`config.mk`:
```
export PLATFORM = sky130hd
export DESIGN_NAME = dmem_port_ctrl_flat
export DESIGN_NICKNAME = d
export VERILOG_FILES = /design/src/rtl/dmem_port_ctrl_if.sv /design/src/rtl/dmem_port_ctrl.sv /design/src/flat_wrapper.sv
export SDC_FILE = /design/constraint.sdc
export NUM_CORES = 1
export LEC_CHECK = 0
export ABC_AREA = 1
export BUFFER_PORTS_ARGS = -buffer_cell sky130_fd_sc_hd__buf_2
export CAP_MARGIN = 10
export CORE_AREA = 2 2 216 218
export CTS_CLUSTER_DIAMETER = 40
export DETAILED_ROUTE_END_ITERATION = 8
export DIE_AREA = 0 0 218 220
export GPL_ROUTABILITY_DRIVEN = 0
export PLACE_DENSITY_LB_ADDON = 0.3
export SLEW_MARGIN = 25
export SYNTH_ARGS = -nofsm -noshare
export SYNTH_HDL_FRONTEND = slang
export SYNTH_SLANG_ARGS = --single-unit
```
`constraint.sdc`:
```
create_clock -name clk -period 1.7 [get_ports clk]
set_input_delay 0.17 -clock clk [delete_from_list [all_inputs] [get_ports clk]]
set_output_delay 0.17 -clock clk [all_outputs]
set_load 0.02 [all_outputs]
```
`src/rtl/dmem_port_ctrl_if.sv`:
```
// Shared rv32i pipeline packet types and the MEM-stage data-memory bus.
// Latency: n/a (type and signal bundle only).
// Backpressure: bus requests are held until the one-cycle dmem_resp pulse.
package rv32i_types;
    typedef logic [31:0] rv32i_word;

    typedef struct packed {
        logic [6:0] opcode;
        logic [2:0] funct3;
        logic [4:0] rd;
        logic       trap;
    } inst_t;

    typedef struct packed {
        logic mem;
        logic data_mem_read;
        logic data_mem_write;
        logic reg_write;
    } ctrl_t;

    typedef struct packed {
        rv32i_word  alu_out;
        rv32i_word  rs2_out;
        rv32i_word  mem_addr;
        logic [3:0] rmask;
        logic [3:0] wmask;
        rv32i_word  mem_wdata;
        rv32i_word  mem_rdata;
        rv32i_word  mdrreg_out;
    } data_t;

    typedef struct packed {
        inst_t inst;
        ctrl_t ctrl;
        data_t data;
    } rv32i_packet_t;
endpackage

interface dmem_port_ctrl_if;
    logic        dmem_read;
    logic        dmem_write;
    logic [31:0] dmem_address;
    logic [3:0]  dmem_byte_enable;
    logic [31:0] dmem_wdata;
    logic [31:0] dmem_rdata;
    logic        dmem_resp;

    modport master (
        output dmem_read, dmem_write, dmem_address, dmem_byte_enable, dmem_wdata,
        input  dmem_rdata, dmem_resp
    );

    modport slave (
        input  dmem_read, dmem_write, dmem_address, dmem_byte_enable, dmem_wdata,
        output dmem_rdata, dmem_resp
    );
endinterface

```
`src/rtl/dmem_port_ctrl.sv`:
```
// MEM-stage data-memory port controller: issues cache requests and fills MEM fields of the packet.
// Latency: aligned access emits 2+k cycles after acceptance (k = resp delay); others pass through same cycle.
// Backpressure: mem_stall holds IF..MEM until the response is captured; requests held until dmem_resp.
module dmem_port_ctrl
    import rv32i_types::*;
(
    input  logic                 clk,
    input  logic                 rst,
    input  logic                 in_valid,
    input  rv32i_packet_t        in_pkt,
    output logic                 mem_stall,
    output logic                 out_valid,
    output rv32i_packet_t        out_pkt,
    dmem_port_ctrl_if.master     dmem
);

    localparam logic [1:0] IDLE = 2'd0;
    localparam logic [1:0] REQ  = 2'd1;
    localparam logic [1:0] DONE = 2'd2;

    logic [1:0] state_q, state_d;
    logic       rd_q, rd_d;
    logic       wr_q, wr_d;
    rv32i_word  addr_q, addr_d;
    logic [3:0] be_q, be_d;
    rv32i_word  wdata_q, wdata_d;
    rv32i_word  mdr_q, mdr_d;
    rv32i_word  rdata_q, rdata_d;

    logic [1:0]    off;
    logic [2:0]    f3;
    logic [3:0]    mask;
    logic          misaligned;
    logic          mem_op;
    logic          aligned_op;
    rv32i_word     shifted;
    rv32i_word     load_val;
    rv32i_packet_t pkt;

    // Decode the access: lane mask, alignment, and aligned/extended load data.
    always_comb begin
        off        = in_pkt.data.alu_out[1:0];
        f3         = in_pkt.inst.funct3;
        case (f3[1:0])
            2'b00:   mask = 4'b0001 << off;
            2'b01:   mask = 4'b0011 << off;
            default: mask = 4'b1111;
        endcase
        // funct3[1] set means a word access (sw/lw); halves only fault at offset 3.
        misaligned = ((f3[1:0] == 2'b01) && (off == 2'b11)) || (f3[1] && (off != 2'b00));
        mem_op     = in_valid && in_pkt.ctrl.mem &&
                     (in_pkt.ctrl.data_mem_read || in_pkt.ctrl.data_mem_write);
        aligned_op = mem_op && !misaligned;
        shifted    = dmem.dmem_rdata >> {off, 3'b000};
        case (f3)
            3'b000:  load_val = {{24{shifted[7]}}, shifted[7:0]};
            3'b001:  load_val = {{16{shifted[15]}}, shifted[15:0]};
            3'b100:  load_val = {24'h0, shifted[7:0]};
            3'b101:  load_val = {16'h0, shifted[15:0]};
            default: load_val = shifted;
        endcase
    end

    // Request FSM: register the request on acceptance, hold it until resp, then emit.
    always_comb begin
        state_d = state_q;
        rd_d    = rd_q;
        wr_d    = wr_q;
        addr_d  = addr_q;
        be_d    = be_q;
        wdata_d = wdata_q;
        mdr_d   = mdr_q;
        rdata_d = rdata_q;
        case (state_q)
            IDLE: begin
                if (aligned_op) begin
                    state_d = REQ;
                    rd_d    = in_pkt.ctrl.data_mem_read;
                    wr_d    = in_pkt.ctrl.data_mem_write;
                    addr_d  = {in_pkt.data.alu_out[31:2], 2'b00};
                    be_d    = mask;
                    wdata_d = in_pkt.data.rs2_out << {off, 3'b000};
                    mdr_d   = '0;
                    rdata_d = '0;
                end
            end
            REQ: begin
                if (dmem.dmem_resp) begin
                    state_d = DONE;
                    rd_d    = 1'b0;
                    wr_d    = 1'b0;
                    if (rd_q) begin
                        mdr_d   = load_val;
                        rdata_d = dmem.dmem_rdata;
                    end
                end
            end
            DONE:    state_d = IDLE;
            default: state_d = IDLE;
        endcase
    end

    // State and request registers with synchronous active-low clear.
    always_ff @(posedge clk) begin
        if (!rst) begin
            state_q <= IDLE;
            rd_q    <= 1'b0;
            wr_q    <= 1'b0;
            addr_q  <= '0;
            be_q    <= '0;
            wdata_q <= '0;
            mdr_q   <= '0;
            rdata_q <= '0;
        end else begin
            state_q <= state_d;
            rd_q    <= rd_d;
            wr_q    <= wr_d;
            addr_q  <= addr_d;
            be_q    <= be_d;
            wdata_q <= wdata_d;
            mdr_q   <= mdr_d;
            rdata_q <= rdata_d;
        end
    end

    // Pipeline-facing outputs; everything is forced low while reset is held.
    always_comb begin
        pkt                 = in_pkt;
        pkt.data.mem_addr   = '0;
        pkt.data.rmask      = '0;
        pkt.data.wmask      = '0;
        pkt.data.mem_wdata  = '0;
        pkt.data.mem_rdata  = '0;
        pkt.data.mdrreg_out = '0;
        if (mem_op) begin
            if (misaligned) begin
                // Faulting address is reported unaligned so the trap handler sees it.
                pkt.inst.trap     = 1'b1;
                pkt.data.mem_addr = in_pkt.data.alu_out;
            end else begin
                pkt.data.mem_addr   = addr_q;
                pkt.data.rmask      = in_pkt.ctrl.data_mem_read  ? be_q    : 4'h0;
                pkt.data.wmask      = in_pkt.ctrl.data_mem_write ? be_q    : 4'h0;
                pkt.data.mem_wdata  = in_pkt.ctrl.data_mem_write ? wdata_q : 32'h0;
                pkt.data.mem_rdata  = rdata_q;
                pkt.data.mdrreg_out = mdr_q;
            end
        end
        out_pkt   = rst ? pkt : '0;
        mem_stall = rst && aligned_op && (state_q != DONE);
        out_valid = rst && (aligned_op ? (state_q == DONE) : in_valid);
    end

    // Bus-facing outputs come straight from the request registers.
    always_comb begin
        dmem.dmem_read        = rst && rd_q;
        dmem.dmem_write       = rst && wr_q;
        dmem.dmem_address     = rst ? addr_q  : 32'h0;
        dmem.dmem_byte_enable = rst ? be_q    : 4'h0;
        dmem.dmem_wdata       = rst ? wdata_q : 32'h0;
    end

endmodule
```
`src/flat_wrapper.sv`:
```
// flat-port wrapper written by rule: the top's interface ports become plain ports
module dmem_port_ctrl_flat import rv32i_types::*;
  (clk, rst, in_valid, in_pkt, mem_stall, out_valid, out_pkt, dmem_dmem_read, dmem_dmem_write, dmem_dmem_address, dmem_dmem_byte_enable, dmem_dmem_wdata, dmem_dmem_rdata, dmem_dmem_resp);
  dmem_port_ctrl_if dmem_i ();
  input  logic clk;
  input  logic rst;
  input  logic in_valid;
  input  rv32i_packet_t in_pkt;
  output logic mem_stall;
  output logic out_valid;
  output rv32i_packet_t out_pkt;
  output wire logic [$bits(dmem_i.dmem_read)-1:0] dmem_dmem_read;
  output wire logic [$bits(dmem_i.dmem_write)-1:0] dmem_dmem_write;
  output wire logic [$bits(dmem_i.dmem_address)-1:0] dmem_dmem_address;
  output wire logic [$bits(dmem_i.dmem_byte_enable)-1:0] dmem_dmem_byte_enable;
  output wire logic [$bits(dmem_i.dmem_wdata)-1:0] dmem_dmem_wdata;
  input wire logic [$bits(dmem_i.dmem_rdata)-1:0] dmem_dmem_rdata;
  input wire logic [$bits(dmem_i.dmem_resp)-1:0] dmem_dmem_resp;
  assign dmem_dmem_read = dmem_i.dmem_read;
  assign dmem_dmem_write = dmem_i.dmem_write;
  assign dmem_dmem_address = dmem_i.dmem_address;
  assign dmem_dmem_byte_enable = dmem_i.dmem_byte_enable;
  assign dmem_dmem_wdata = dmem_i.dmem_wdata;
  assign dmem_i.dmem_rdata = dmem_dmem_rdata;
  assign dmem_i.dmem_resp = dmem_dmem_resp;
  dmem_port_ctrl u_core (.clk(clk), .rst(rst), .in_valid(in_valid), .in_pkt(in_pkt), .mem_stall(mem_stall), .out_valid(out_valid), .out_pkt(out_pkt), .dmem(dmem_i));
endmodule
```
Word-level counts from Yosys, hierarchy flattened

Index checks and enable logic that the tools add are counted.

Flip-flop bits (word level): 134

Equal/unequal tests: 11
Shift-type cells: 4
Mux-type cells: 30
Reduce and logical (&&, ||, !) cells: 22

Operator list:

| cell                                                            | number |
|---|---|
| 32-bit 2-to-1 mux                                               | 9 |
| 220-bit 2-to-1 mux                                              | 1 |
| 136-bit 2-to-1 mux                                              | 1 |
| 32-bit one-hot mux with 2 select lines                          | 2 |
| 32-bit one-hot mux with 4 select lines                          | 1 |
| 104-bit 2-to-1 mux                                              | 1 |
| 32-bit by 5-bit << shifter with 32-bit output                   | 1 |
| 32-bit by 5-bit right shift with 32-bit output                  | 1 |
| 4-bit 2-to-1 mux                                                | 3 |
| 1-bit logical AND                                               | 10 |
| 4-bit one-hot mux with 2 select lines                           | 1 |
| 3-bit == test, second input constant                            | 2 |
| 1-bit 2-to-1 mux                                                | 6 |
| 2-bit by 1-bit == test with 1-bit output, second input constant | 2 |
| 2-bit == test, second input constant                            | 2 |
| 2-bit logical NOT                                               | 2 |
| 2-bit 2-to-1 mux                                                | 2 |
| 2-bit by 1-bit != test with 1-bit output, second input constant | 2 |
| 2-bit != test, second input constant                            | 2 |
| 1-bit one-hot mux with 2 select lines                           | 2 |
| 2-bit one-hot mux with 2 select lines                           | 1 |
| 2-bit AND reduction                                             | 2 |
| 4-bit AND reduction                                             | 1 |
| 2-bit nonzero test                                              | 2 |
| 7 further kinds                                                 | 8 |

Longest topological paths before layout

Depth after elaboration: 7
Depth in mapped cells: 12

Worst setup path before layout

Ideal clock, no wire load.

Kind: input port to output port
Start point: input port in_pkt[168] in the netlist's numbering
End point: output port out_pkt[14] in the netlist's numbering
Arrival: 1.439 ns
Path slack: 0.091 ns
Stages on the path: 8
Buffers on the path: 3
Path through: buf_2 -> o21ai_2 -> nand2_1 -> nor2_4 -> nand2_1 -> buf_2 -> buf_6 -> nor2_1

RTL lines:

| what        | RTL line           | RTL |
|---|---|---|
| from (decl) | flat_wrapper.sv:8  | `input rv32i_packet_t in_pkt;` |
| to (decl)   | flat_wrapper.sv:11 | `output rv32i_packet_t out_pkt;` |

==> flow_metrics.py <==
metrics = {
    "outcome": {
        "status": "finished, violations left",
        "violations": "negative setup slack",
    },
    "pwr": {
        "p_leak_nw": 7.40,
        "switching_share_pct": 33.6,
        "ir_worst_vdd_v": 0.000516,
        "p_per_area_nw_per_um2": 731,
        "power_frac_clock_pct": 40.3,
        "seqPwrFrac_pct": 35.1,
        "switching_power_mw": 3.34,
        "p_int_mw": 6.59,
        "p_comb_share_pct": 24.7,
    },
    "route": {
        "drcViolationCount": 0,
        "first_iter_violations": 616,
        "met2WireLength_mm": 17.8,
        "top_layer": "met5",
        "dr.pass1.iters": 5,
        "vias": 10900,
        "wl_per_cell_um": 16.2,
        "wl_mm": 41.8,
        "wl_met3_mm": 2.96,
        "viasPerCell": 4.21,
        "ant_nets": 0,
        "wl_met1_mm": 20.4,
    },
    "setup_path": {
        "crit_slowest_cell": "buf_8",
        "startpoint": "in_pkt[168]",
        "arrival_ps": 1540,
        "worst_setup_path_start_kind": "input pin",
        "reg2regPathDepth": 10,
        "worst-setup-path-type": "input pin to primary output",
        "crit_family": "buffers and inverters",
        "crit_path_max_fanout": 13,
        "critPathMaxStageDelay_ps": 200,
        "cp_cell_sequence": "buf_12 > o21ai_4 > nand2_2 > buf_6 > nor2_4 > nand2_8 > buf_8 > o22ai_1 > buf_4",
        "endpoint": "out_pkt[110]",
        "path_buf_inv": 4,
        "path_depth": 9,
        "worstPathRequired_ps": 1530,
        "r2r-start": "u_core.state_q[0]",
        "endpoint_kind": "primary output",
        "rrSetupSlack_ps": 120,
        "crit-reg2reg-capture": "u_core.rdata_q[26]",
    },
    "timing": {
        "timing.hold.ws_ps": 23.8,
        "finalSetupViolCount": 1,
        "worst_slack_ps": -12.8,
        "setup_tns_ps": -12.8,
        "fin_crit_sh_pct": 101,
        "skew_ps": 7.93,
        "clock.fmax_ghz": 0.584,
        "rsz0062_at_grt": "true",
        "min_period_ps": 1710,
        "slew_violations": 0,
        "hold_viol": 0,
    },
    "grt": {
        "grt_pass1_vias": 10100,
        "grt_overflow": 0,
        "grt_pass1_wl_mm": 60.3,
        "antenna_found_initial": 5,
        "grt_max_degree": 109,
        "grt_use_total_pct": 16.8,
    },
    "synthesis": {
        "synth_cells": 1526,
        "synthTopCellsByCount": "nand2_1, inv_1, nor2_1, dfxtp_1, o21ai_0",
        "ys_types": 29,
        "synth_edf_count": 0,
        "syn_area_um2": 8690,
        "synth_ff_type": "dfxtp_1",
        "ys_top_cells_by_area": "dfxtp_1, nand2_1, inv_1",
        "avgSynthCellArea_um2": 5.70,
        "ys_ff_latch": 134,
        "synth.most_common_cell": "nand2_1",
        "synth_top_area_cell": "dfxtp_1",
        "yosysSeqAreaShare_pct": 30.9,
        "async_flop_share_pct": 0,
        "ys_warn_count": 0,
        "synth_top_area_share_pct": 30.9,
    },
    "finish": {
        "area_delta_synth_final_pct": 56.4,
        "fillers": 5130,
        "fin_nets": 2213,
        "diodes": 0,
        "stdcell_count": 2577,
        "drive_above_1_share_pct": 32.2,
    },
    "clock_tree": {
        "clk_latency_ps": 470,
        "cts_tree": "yes",
        "cts_buffers": 17,
        "clockRootBuffer": "clkbuf_16",
        "path_clk_slew_ps": 60,
        "clk_path_buf_depth": 2,
        "htreeDepth": 4,
        "clock-sinks": 134,
    },
    "floorplanning": {
        "start_util_pct": 19.0,
        "die_w_um": 218,
        "num_io_pins": 548,
        "fp-row-count": 79,
        "die_area_um2": 48000,
        "die_h_um": 220,
        "core_area_um2": 45900,
    },
    "run": {
        "max_cap_violations": 0,
    },
    "hold_path": {
        "min_path_type": "input pin to flip-flop",
        "hold_path_depth": 3,
        "holdCritStartpoint": "in_pkt[188]",
    },
    "place": {
        "hpwl_mm": 32.6,
        "place_inst": 2523,
        "port_buffers": 409,
    },
}
## metrics by stage
stage               power, mW  area (um^2)  setup slack [ps]  util [%]
floorplan                4.86         8700              90.9         -
global placement         5.80        11800              -389      25.8
detailed placement       5.81        11800              -347      25.8
CTS                      9.97        13000             -40.1      28.3
global route             10.4        13600              -117      29.6
finish                   9.93        13600             -12.8      29.6
## placed cells by master, fill, tap and decap left out, types with 3 or more instances in the layout
cell,instances
buf_12,18
dlygate4sd3_1,10
inv_1,314
nor3_2,4
a21oi_2,10
dfxtp_1,134
bufinv_16,3
nor2_2,21
o22ai_1,13
nand3_1,13
buf_16,4
o211ai_1,17
buf_8,3
nor2_1,207
buf_6,49
buf_2,303
nand2_1,383
o31ai_1,10
o21ai_1,4
clkinv_4,3
o21ai_0,121
a21oi_1,82
nor2_4,16
clkbuf_16,19
buf_4,128
inv_6,7
nand2_2,7
nor3_1,24
o22ai_2,23
## metal layers
metal / GRT usage (%) / vias up
li1: - / 5453
met1: 23.2 / 4963
met2: 25.6 / 386
met3: 4.69 / 43
met4: 4.42 / 6
met5: 0 / -
## worst register-to-register path: stages (launching register included)
cell and delay, ps:
dfxtp_1 350, inv_1 80, o21ai_0 230, nor2_2 100, nand2_2 100, buf_12 130, inv_4 60, buf_12 150
buf_12 140, nor2_1 100, nor2_1 60
## power by group through the flow
stage	Clock (mW)	Combinational, mW	Sequential (mW)
finish	4.00	2.45	3.48
global route	4.23	2.71	3.50
CTS	4.12	2.37	3.48
detailed placement	0	2.26	3.55
global placement	0	2.25	3.54
floorplan	0	1.35	3.51
## worst min path at each step
stage                                   end  slack [ps]
after detailed placement  u_core.state_q[1]         430
after floorplan           u_core.state_q[1]         300
after global routing      u_core.addr_q[20]          30
after global placement    u_core.state_q[1]         430
after CTS                 u_core.addr_q[13]         0.6
final                     u_core.addr_q[20]          20
## what timing repair did
item                       in CTS  in global routing
setup buffers                   7                  0
hold buffers                   10                  0
setup endpoints to repair     139                171
pin swaps                       7                  1
hold endpoints to repair       10                  0
gates resized for setup       101                157
gates cloned                    3                  2
## layout make-up
class / instances / area (um^2) / area share [%]
clock buffer: 17 / 425 / 3.13
clock inverter: 15 / 190 / 1.40
inverter: 321 / 1210 / 8.94
multi-input combinational: 964 / 4600 / 33.9
sequential: 134 / 2680 / 19.7
tap: 607 / 759 / 5.59
timing repair buffer: 519 / 3720 / 27.3
## logic make-up (layout without fill, tap and decap cells)
family	count (synthesis)	after routing	share of synthesized area, %
AO/OA/AOI/OAI	282	282	18.0
buffers and inverters	429	872	20.5
flip-flops	134	134	30.9
other	1	2	0.0431
AND/OR/NAND/NOR	680	680	30.6
## flip-flops by register name, indices dropped and copies added (netlist names)
signal,cells
u_core.rd_q,1
u_core.addr_q,30
u_core.mdr_q,32
u_core.rdata_q,32
u_core.wdata_q,32
u_core.be_q,4
u_core.state_q,2
u_core.wr_q,1
No activity file was read; power rests on OpenSTA's default activity.
